==> src/rtl/key_debounce.sv <==
// Multi-channel push-button conditioner: two-flop synchronizer, per-key debounce
// FSM, and a clean pressed level plus one-cycle press/release pulses per key.
module key_debounce #(
  parameter int NUM_KEYS   = 4,
  parameter int CNT_W      = 20,
  parameter int DEB_CYCLES = 1000000,
  parameter bit ACTIVE_LOW = 1'b1
) (
  input  logic                sys_clk,
  input  logic                sys_rst,
  input  logic [NUM_KEYS-1:0] key_in,
  output logic [NUM_KEYS-1:0] key_level,
  output logic [NUM_KEYS-1:0] key_press,
  output logic [NUM_KEYS-1:0] key_release
);

  typedef enum logic [1:0] {
    RELEASED,
    PRESS_WAIT,
    PRESSED,
    RELEASE_WAIT
  } state_t;

  localparam logic             IDLE_PIN = ACTIVE_LOW;
  localparam logic [CNT_W-1:0] LAST_CNT = CNT_W'(DEB_CYCLES - 1);

  logic [NUM_KEYS-1:0] sync1;
  logic [NUM_KEYS-1:0] sync2;
  logic [NUM_KEYS-1:0] sample;

  // Synchronizer flops rest at the idle pin level so reset never looks like a press.
  always_ff @(posedge sys_clk) begin
    if (sys_rst) begin
      sync1 <= {NUM_KEYS{IDLE_PIN}};
      sync2 <= {NUM_KEYS{IDLE_PIN}};
    end else begin
      sync1 <= key_in;
      sync2 <= sync1;
    end
  end

  assign sample = sync2 ^ {NUM_KEYS{IDLE_PIN}};

  for (genvar k = 0; k < NUM_KEYS; k++) begin : g_key
    state_t           state;
    logic [CNT_W-1:0] cnt;
    logic             level;
    logic             press;
    logic             release_p;

    // Any opposite sample during a wait state restarts the whole debounce window.
    always_ff @(posedge sys_clk) begin
      if (sys_rst) begin
        state     <= RELEASED;
        cnt       <= '0;
        level     <= 1'b0;
        press     <= 1'b0;
        release_p <= 1'b0;
      end else begin
        press     <= 1'b0;
        release_p <= 1'b0;
        case (state)
          RELEASED: begin
            cnt   <= '0;
            level <= 1'b0;
            if (sample[k]) state <= PRESS_WAIT;
          end
          PRESS_WAIT: begin
            if (!sample[k]) begin
              state <= RELEASED;
              cnt   <= '0;
            end else if (cnt == LAST_CNT) begin
              state <= PRESSED;
              cnt   <= '0;
              level <= 1'b1;
              press <= 1'b1;
            end else begin
              cnt <= cnt + CNT_W'(1);
            end
          end
          PRESSED: begin
            cnt   <= '0;
            level <= 1'b1;
            if (!sample[k]) state <= RELEASE_WAIT;
          end
          RELEASE_WAIT: begin
            if (sample[k]) begin
              state <= PRESSED;
              cnt   <= '0;
            end else if (cnt == LAST_CNT) begin
              state     <= RELEASED;
              cnt       <= '0;
              level     <= 1'b0;
              release_p <= 1'b1;
            end else begin
              cnt <= cnt + CNT_W'(1);
            end
          end
          default: begin
            state <= RELEASED;
            cnt   <= '0;
            level <= 1'b0;
          end
        endcase
      end
    end

    assign key_level[k]   = level;
    assign key_press[k]   = press;
    assign key_release[k] = release_p;
  end

endmodule

==> config.mk <==
export PLATFORM = sky130hd
export DESIGN_NAME = key_debounce
export DESIGN_NICKNAME = d
export VERILOG_FILES = /design/src/rtl/key_debounce.sv
export SDC_FILE = /design/constraint.sdc
export NUM_CORES = 1
export LEC_CHECK = 0
export CAP_MARGIN = 10
export CORE_ASPECT_RATIO = 1.5
export CORE_MARGIN = 1.5
export CORE_UTILIZATION = 45
export CTS_BUF_LIST = sky130_fd_sc_hd__clkbuf_8
export DETAILED_ROUTE_END_ITERATION = 8
export PLACE_DENSITY_LB_ADDON = 0.15
export SYNTH_ARGS = -nofsm -noshare
export SYNTH_HDL_FRONTEND = slang
export SYNTH_SLANG_ARGS = --single-unit
==> constraint.sdc <==
create_clock -name sys_clk -period 2.2 [get_ports sys_clk]
set_clock_uncertainty 0.15 [all_clocks]
set_input_delay 0.44 -clock sys_clk [delete_from_list [all_inputs] [get_ports sys_clk]]
set_output_delay 0.44 -clock sys_clk [all_outputs]
set_load 0.005 [all_outputs]
==> results of run 1 <==
[logic make-up (layout without fill, tap and decap cells)]
group,Yosys count,in the layout
flip-flops,108,108
buffers and inverters,49,76
multiplexers,12,12
adder cells (fa/ha/maj),24,24
XOR/XNOR,71,71
AO/OA/AOI/OAI,43,43
AND/OR/NAND/NOR,286,286
[per-layer routing]
layer | track usage (%) | wire, µm | vias to the layer above
met4 | 6.966 | 157 | 0
li1 | - | - | 2057
met1 | 19.89 | 4416 | 1873
met5 | 0 | 0 | -
met2 | 29.87 | 4779 | 30
met3 | 2.948 | 183 | 12
[report_power, final]
group          internal [mW]  total, mW  switching [mW]
Sequential              2.02       2.08          0.0674
Clock                  0.627       1.28           0.649
Combinational          0.260      0.534           0.274
Total                   2.90       3.89           0.990
[layout by cell type, fill, tap and decap left out, types with 4 or more instances in the layout]
master,count
a211oi_1,5
a21oi_1,8
a31oi_1,5
and3_1,17
and4_1,5
buf_4,22
clkbuf_8,9
clkdlybuf4s50_1,17
dfxtp_1,108
ha_1,24
inv_1,22
mux2_2,4
mux2i_1,8
nand2_1,37
nand2b_1,4
nand3_1,36
nand3b_1,6
nand4_1,19
nor2_1,101
nor2b_1,4
nor3_1,18
nor4_1,7
nor4b_1,7
o21ai_0,10
o31ai_1,7
or2_2,10
or3_1,5
xnor2_1,35
xor2_1,36
[layout make-up]
class	count	area (µm²)
Clock buffer	9	123.9
Clock inverter	6	81.33
Inverter	21	78.83
Timing Repair Buffer	40	355.3
Multi-Input combinational cell	436	2778
Sequential cell	108	2162
Tap cell	147	183.9
Fill cell	1064	5351
[what timing repair did]
action / 4_1_cts / 5_1_grt
buffers inserted: 0 / 0
setup endpoints to repair: 0 / 1
gates resized for setup: 0 / 2
[flip-flops by register name (all words and copies together) (netlist names), named ones only]
register	cells
g_key.cnt	80
g_key.level	4
g_key.press	4
g_key.release_p	4
g_key.state	4
sync1	4
sync2	4
[path summary, 6_finish.rpt]
check | startpoint | depth (start not counted) | to
worst max-delay path | g_key[3].cnt[8]$_SDFF_PP0_ | 5 | g_key[3].level$_SDFFE_PP0P_
worst min-delay path | sync1[0]$_SDFF_PP1_ | 1 | sync2[0]$_SDFF_PP1_
worst max register to register | g_key[3].cnt[8]$_SDFF_PP0_ | 5 | g_key[3].level$_SDFFE_PP0P_
worst min register to register | sync1[0]$_SDFF_PP1_ | 1 | sync2[0]$_SDFF_PP1_
[worst reg2reg max path, stage by stage, from the launching register on]
cell and delay (ns):
dfxtp_1 0.34, or4b_2 0.71, nor4_4 0.30, nand3_1 0.14, a21oi_2 0.17, mux2i_1 0.20
==> metrics.cfg, run 1 <==
[sta]
hold_viol_final = 0
finalWorstSetupSlack_ns = 0.1231
whs_ns = 0.2658
min_period_over_period_pct = 94.41
finalSetupTns_ns = 0
slew_headroom_pct = 71.82
rsz0062_at_grt = false
finalSetupViolations = 0
period_needed_ns = 2.077
drv_slew = 0
fmax_mhz = 481.5
worst_pin_slew_ns = 0.4168

[clocking]
cts_tree = yes
cts_inserted_buffers = 9
cts_hold_buf = 0
clock_path_buffers = 2
clock-sinks = 108
clk_latency_ns = 0.37
ctsHtreeMaxLevel = 3
path_clk_slew_ns = 0.09
cts-root-buf = clkbuf_8

[synth]
muxShareOfSynthArea_pct = 2.418
synth-edff-count = 0
yosys_warnings = 0
ys_seq_area_share_pct = 41.79
ys_types = 44
synth_most_common_cell = dfxtp_1
synth-async-reset-ratio_pct = 0
synth_top_area_share_pct = 41.79
syn_inst = 593
synth_fp_nets = 623
synth_top_area_cell = dfxtp_1
synth-compound-area-share_pct = 5.345
synth-simple-area-share_pct = 27.86
ys_ff_latch = 108
synthXorXnorAreaFrac_pct = 12.02
ys.flop_type = dfxtp_1
synth.top_cells.by_count = dfxtp_1, nor2_1, nand2_1
synth_area_leaders = dfxtp_1, nor2_1, xor2_1
synth_top_family_by_area = simple AND/OR/NAND/NOR gates
synthAdderAreaFrac_pct = 5.804
netlist_area_um2 = 5174
avgSynthCellArea_um2 = 8.725

[grt]
grt_overflow = 0
grt_pass1_wl_um = 17110
grt_pass1_vias = 3928
grt_start_max_net_pins = 20
antenna_found_initial = 0
grt.total_usage_pct = 16.85

[critical_path]
cp_data_arrival_time_ns = 2.22
max_stage_delay_ns = 0.71
crit_family = simple AND/OR/NAND/NOR gates
required_ns = 2.35
crit_chain = or4b_2 > nor4_4 > nand3_1 > a21oi_2 > mux2i_1
critPathBufInv = 0
cp-start-kind = flop
cpMaxStageDelayCell = or4b_2
crit_fanout = 5
worstSetupPathType = reg -> reg
endpoint_kind = flop
reg2reg_slack_ns = 0.12

[layout]
final_cells = 767
final_area_um2 = 5763
utilization_pct = 51.85
diodes = 0
drive_gt1_share_pct = 8.871
nNetsFinal = 646
syn_to_final_growth_pct = 11.39

[min_path]
hold_class = reg -> reg

[placed_design]
gp_congestion = 0.7956
io_buffer_count = 17
placed_cells = 752
dp_hpwl_um = 6940
dp_slack_ns = 0.1179
post_dp_cell_area_um2 = 5545

[detailed_routing]
dr_total_vias = 3972
drt_iter0_drc = 118
routedWlPerCell_um = 12.43
drcViolationCount = 0
wl_um = 9536
ant_nets = 0
first_pass_iters = 4
viasPerCell = 5.179

[pwr]
vdd_drop_max_uv = 288.3
total_power_mw = 3.894
power_density_nw_per_um2 = 675.7
cellLeakagePower_nw = 1.964

[floorplanning]
initial_utilization_pct = 46.55
ios = 18
fp.coreArea_um2 = 11110
die_h_um = 134.3
fp.dieW_um = 90.55
rows = 47
design.die.area_um2 = 12160

[outcome]
status = finished clean

[flow_run]
cap_violations = 0

(Power assumes the default switching activity.)
==> inputs of run 2 (changes only) <==
- REMOVE_ABC_BUFFERS: default -> 1
==> run 2 against run 1 <==
  * Sequential power about the same
  * Sequential share of layout area down 0.16 points
  * Core utilization up 0.23 points
  * Maximum frequency down 2.1%
  * Count of clock-buffer cells in the layout up 1
  * First-iteration DRC count down 14%
  * Register-to-register slack worse by 0.04 ns
  * Wire length up 3.2%
  * Largest power group unchanged
  * Clock power up 9%
  * Design area up 0.43%
  * Non-clock buffer count down 2
  * Critical path depth unchanged
==> metrics.cfg, run 2 (same netlist as run 1, synthesis figures left out) <==
[outcome]
status = finished clean

[layout]
top_register = g_key.cnt
syn_to_final_growth_pct = 11.87
largest_reg_flops = 80
drive_gt1_share_pct = 9.047
final_cell_mix = dfxtp_1, nor2_1, nand2_1
final_area_um2 = 5788
diodes = 0
mostFrequentLayoutCell = dfxtp_1
nNetsFinal = 644

[critical_path]
crit_family = simple AND/OR/NAND/NOR gates
worstSetupPathType = reg -> reg
cp-start-kind = flop
crit_fanout = 5
cp_data_arrival_time_ns = 2.29
endpoint_kind = flop
crit_chain = or4b_2 > nor4_2 > nand3_1 > a21oi_1 > mux2i_1
cpMaxStageDelayCell = or4b_2
required_ns = 2.37
max_stage_delay_ns = 0.68
critPathBufInv = 0

[floorplanning]
design.die.area_um2 = 12160
fp.coreArea_um2 = 11110
ios = 18
rows = 47
die_h_um = 134.3
fp.dieW_um = 90.55
initial_utilization_pct = 46.55

[sta]
finalSetupViolations = 0
fmax_mhz = 471.4
period_needed_ns = 2.121
worst_pin_slew_ns = 0.3681
min_period_over_period_pct = 96.42
hold_viol_final = 0
rsz0062_at_grt = false
drv_slew = 0
finalSetupTns_ns = 0
slew_headroom_pct = 75.12

[clocking]
cts_inserted_buffers = 9
clk_latency_ns = 0.39
cts_hold_buf = 0
clock_path_buffers = 2
cts_tree = yes
cts_setup_buffers = 0
clock-sinks = 108
post_cts_resized = 0
ctsHtreeMaxLevel = 3
path_clk_slew_ns = 0.11
cts-root-buf = clkbuf_8

[detailed_routing]
drt_iter0_drc = 101
viasPerCell = 5.252
first_pass_iters = 4
dr_total_vias = 4023
ant_nets = 0
routedWlPerCell_um = 12.84
drcViolationCount = 0
wl_um = 9839

[placed_design]
post_dp_cell_area_um2 = 5543
io_buffer_count = 17
gp_congestion = 0.7717
dp_hpwl_um = 7020

[pwr]
cellLeakagePower_nw = 1.964
vdd_drop_max_uv = 453.0
power_density_nw_per_um2 = 692.1
total_power_mw = 4.006

[grt]
grt_overflow = 0
grt.total_usage_pct = 17.48
grt_pass1_wl_um = 17540
grt_start_max_net_pins = 28
antenna_found_initial = 0
grt_pass1_vias = 4115

[min_path]
hold_class = reg -> reg

[flow_run]
cap_violations = 0

run 2: changes by cell type in the layout (fill, tap and decap cells not counted), sizes merged:
cell,previous run,this run
clkinv,2,1
clkinvlp,1,2
clkbuf,9,10
buf,23,21
run 2: through the flow:
| step | std cells | hold slack (ns) | utilization [%] | worst slack [ns] |
|---|---|---|---|---|
| after global placement | 750 | 0.2427 | 49.87 | 0.1341 |
| after CTS | 766 | 0.2699 | 51.96 | 0.07574 |
| after global routing | 766 | 0.2758 | 52.08 | 0.001771 |
| after floorplan | 565 | 0.2395 | - | 0.1455 |
| final | 766 | 0.2683 | 52.08 | 0.07878 |
| after detailed placement | 750 | 0.2429 | 49.87 | 0.1071 |
run 2: final cells by class:
cell class	count	area, µm²
inverter	21	78.83
sequential	108	2162
clock inverter	6	95.09
tap	147	183.9
fill	1047	5326
clock buffer	10	137.6
multi-input combinational	436	2778
timing repair buffer	38	352.8
run 2: worst paths after layout:
kind	cells after the start	to	startpoint	slack, ns
setup / recovery	5	g_key[3].level$_SDFFE_PP0P_	g_key[3].cnt[8]$_SDFF_PP0_	0.08
hold / removal	1	sync2[2]$_SDFF_PP1_	sync1[2]$_SDFF_PP1_	0.27
setup reg to reg	5	g_key[3].level$_SDFFE_PP0P_	g_key[3].cnt[8]$_SDFF_PP0_	0.08
hold reg to reg	1	sync2[2]$_SDFF_PP1_	sync1[2]$_SDFF_PP1_	0.27
run 2: power by group:
group | internal [mW] | total (mW) | switching, mW
Combinational | 0.258 | 0.536 | 0.278
Clock | 0.682 | 1.39 | 0.705
Sequential | 2.02 | 2.08 | 0.0671
run 2: per-layer routing:
metal	track usage [%]	wire length (µm)	vias up
met4	9.171	268	0
met5	0	0	-
li1	-	-	2060
met1	18.64	4183	1900
met2	32.16	5157	44
met3	3.401	229	19
run 2: worst register-to-register path: stages, from the launching register on:
cell	delay [ns]
dfxtp_1	0.35
or4b_2	0.68
nor4_2	0.35
nand3_1	0.14
a21oi_1	0.20
mux2i_1	0.19
==> inputs of run 3 (changes only) <==
- CELL_PAD_IN_SITES_DETAIL_PLACEMENT: default -> 1
- CELL_PAD_IN_SITES_GLOBAL_PLACEMENT: default -> 1
- CORE_UTILIZATION: 45 -> 44
- HOLD_SLACK_MARGIN: default -> 0.08
- SLEW_MARGIN: default -> 20
==> run 3 against run 2 <==
  * First-iteration DRC count is 17% higher
  * Count of clock-buffer cells in the layout rose by 1
  * Combinational power is 2% higher
  * Via count rose by 1.0%
  * Critical path type unchanged
==> metrics.cfg, run 3 (same netlist as run 1, synthesis figures left out) <==
[critical_path]
max_stage_delay_ns = 0.36
cp-start-kind = flop
cp_data_arrival_time_ns = 2.12
required_ns = 2.32
crit_fanout = 4
crit_family = simple AND/OR/NAND/NOR gates
cpMaxStageDelayCell = dfxtp_1
critPathBufInv = 0
worstSetupPathType = reg -> reg
endpoint_kind = flop
crit_chain = nor4_1 > nand3_1 > or3_1 > a211o_1 > a32o_1

[layout]
drive_gt1_share_pct = 9.501
syn_to_final_growth_pct = 12.12
nNetsFinal = 646
diodes = 0
final_cell_mix = dfxtp_1, nor2_1, nand2_1
top_register = g_key.cnt
mostFrequentLayoutCell = dfxtp_1
largest_reg_flops = 80

[pwr]
power_switching_mw = 1.010
total_power_mw = 3.870
power_density_nw_per_um2 = 667.1
comb_power_share_pct = 14.2
vdd_drop_max_uv = 308.4
power_frac_clock_pct = 31.9
cellLeakagePower_nw = 1.978
seqPwrFrac_pct = 53.9
p_sw_share_pct = 26.09
intPower_mw = 2.860

[placed_design]
gp_congestion = 0.7675
io_buffer_count = 17
dp_slack_ns = 0.1171
dp_hpwl_um = 8248

[sta]
drv_slew = 0
hold_viol_final = 0
finalSetupTns_ns = 0
period_needed_ns = 2.003
min_period_over_period_pct = 91.05
worst_pin_slew_ns = 0.4180
fmax_mhz = 499.2
finalSetupViolations = 0
finalWorstSetupSlack_ns = 0.1969
slew_headroom_pct = 71.74

[detailed_routing]
drt_iter0_drc = 118
routedWlPerCell_um = 14.36
drcViolationCount = 0
dr_total_vias = 4065
ant_nets = 0
viasPerCell = 5.272
wl_um = 11070
first_pass_iters = 4

[floorplanning]
die_h_um = 135.8
design.die.area_um2 = 12430
ios = 18
rows = 48
fp.coreArea_um2 = 11470
initial_utilization_pct = 45.10
fp.dieW_um = 91.54

[clocking]
cts_setup_buffers = 0
clock-sinks = 108
cts_hold_buf = 0
cts_tree = yes
clk_latency_ns = 0.37
ctsHtreeMaxLevel = 3
path_clk_slew_ns = 0.10
clock_path_buffers = 2
cts-root-buf = clkbuf_8
cts_inserted_buffers = 9

[grt]
grt_pass1_wl_um = 19030
grt.total_usage_pct = 18.67
grt_start_max_net_pins = 20
antenna_found_initial = 0
grt_overflow = 0
grt_pass1_vias = 4280

[outcome]
status = finished clean

[flow_run]
cap_violations = 0

[min_path]
hold_class = reg -> reg

[run 3: cell types whose count changed in the layout (fill, tap and decap cells not counted), sizes merged]
cell and change:
clkinv +1, clkinvlp -1, buf +2, clkbuf +1
bufinv -1
[run 3: path summary, 6_finish.rpt]
check | slack, ns | to | cells past startpoint | from
worst max-delay path | 0.20 | flop | 5 | g_key[1].cnt[15]$_SDFF_PP0_
worst min-delay path | 0.27 | sync2[2]$_SDFF_PP1_ | 1 | sync1[2]$_SDFF_PP1_
worst max register to register | 0.20 | flop | 5 | g_key[1].cnt[15]$_SDFF_PP0_
worst min register to register | 0.27 | sync2[2]$_SDFF_PP1_ | 1 | sync1[2]$_SDFF_PP1_
[run 3: area by class of cell]
type	count	area, µm²
fillers	1369	5670
multi-input cells	436	2798
flip-flops and latches	108	2162
repair buffers	40	371.6
well taps	150	187.7
clock buffers	11	151.4
inverters	21	78.83
clock inverters	5	51.30
[run 3: worst reg2reg max path, cell delays in order, from the launching register on]
cell	delay, ns
dfxtp_1	0.36
nor4_1	0.34
nand3_1	0.15
or3_1	0.35
a211o_1	0.31
a32o_1	0.25
[run 3: power groups by stage]
stage	sequential (mW)	clock, mW	combinational (mW)
5_1_grt	2.10	1.37	0.618
3_3_place_gp	2.13	0	0.518
2_1_floorplan	2.11	0	0.381
6_report	2.09	1.23	0.548
3_5_place_dp	2.13	0	0.548
4_1_cts	2.09	1.29	0.554
[run 3: through the flow]
| stage | hold slack [ns] | util (%) | instance area, µm² | instances |
|---|---|---|---|---|
| 3_3_place_gp | 0.2448 | 48.48 | 5562 | 755 |
| 4_1_cts | 0.2741 | 50.25 | 5764 | 771 |
| 6_report | 0.2659 | 50.57 | 5801 | 771 |
| 2_1_floorplan | 0.2395 | - | 5006 | 565 |
| 3_5_place_dp | 0.2521 | 48.48 | 5562 | 755 |
| 5_1_grt | 0.2761 | 50.57 | 5801 | 771 |
[run 3: routing by layer]
metal  wire length, µm  vias up  track usage, %
met5                 0        -               0
met4               145        0           6.337
met3               213       10           3.255
met2              6059       26           36.28
met1              4649     1974           19.97
li1                  -     2055               -
[run 3: repair_timing]
| item | CTS | global route |
|---|---|---|
| hold endpoints to repair | 0 | 0 |
| endpoints found under the setup margin | 0 | 38 |
| resized for setup | 0 | 7 |
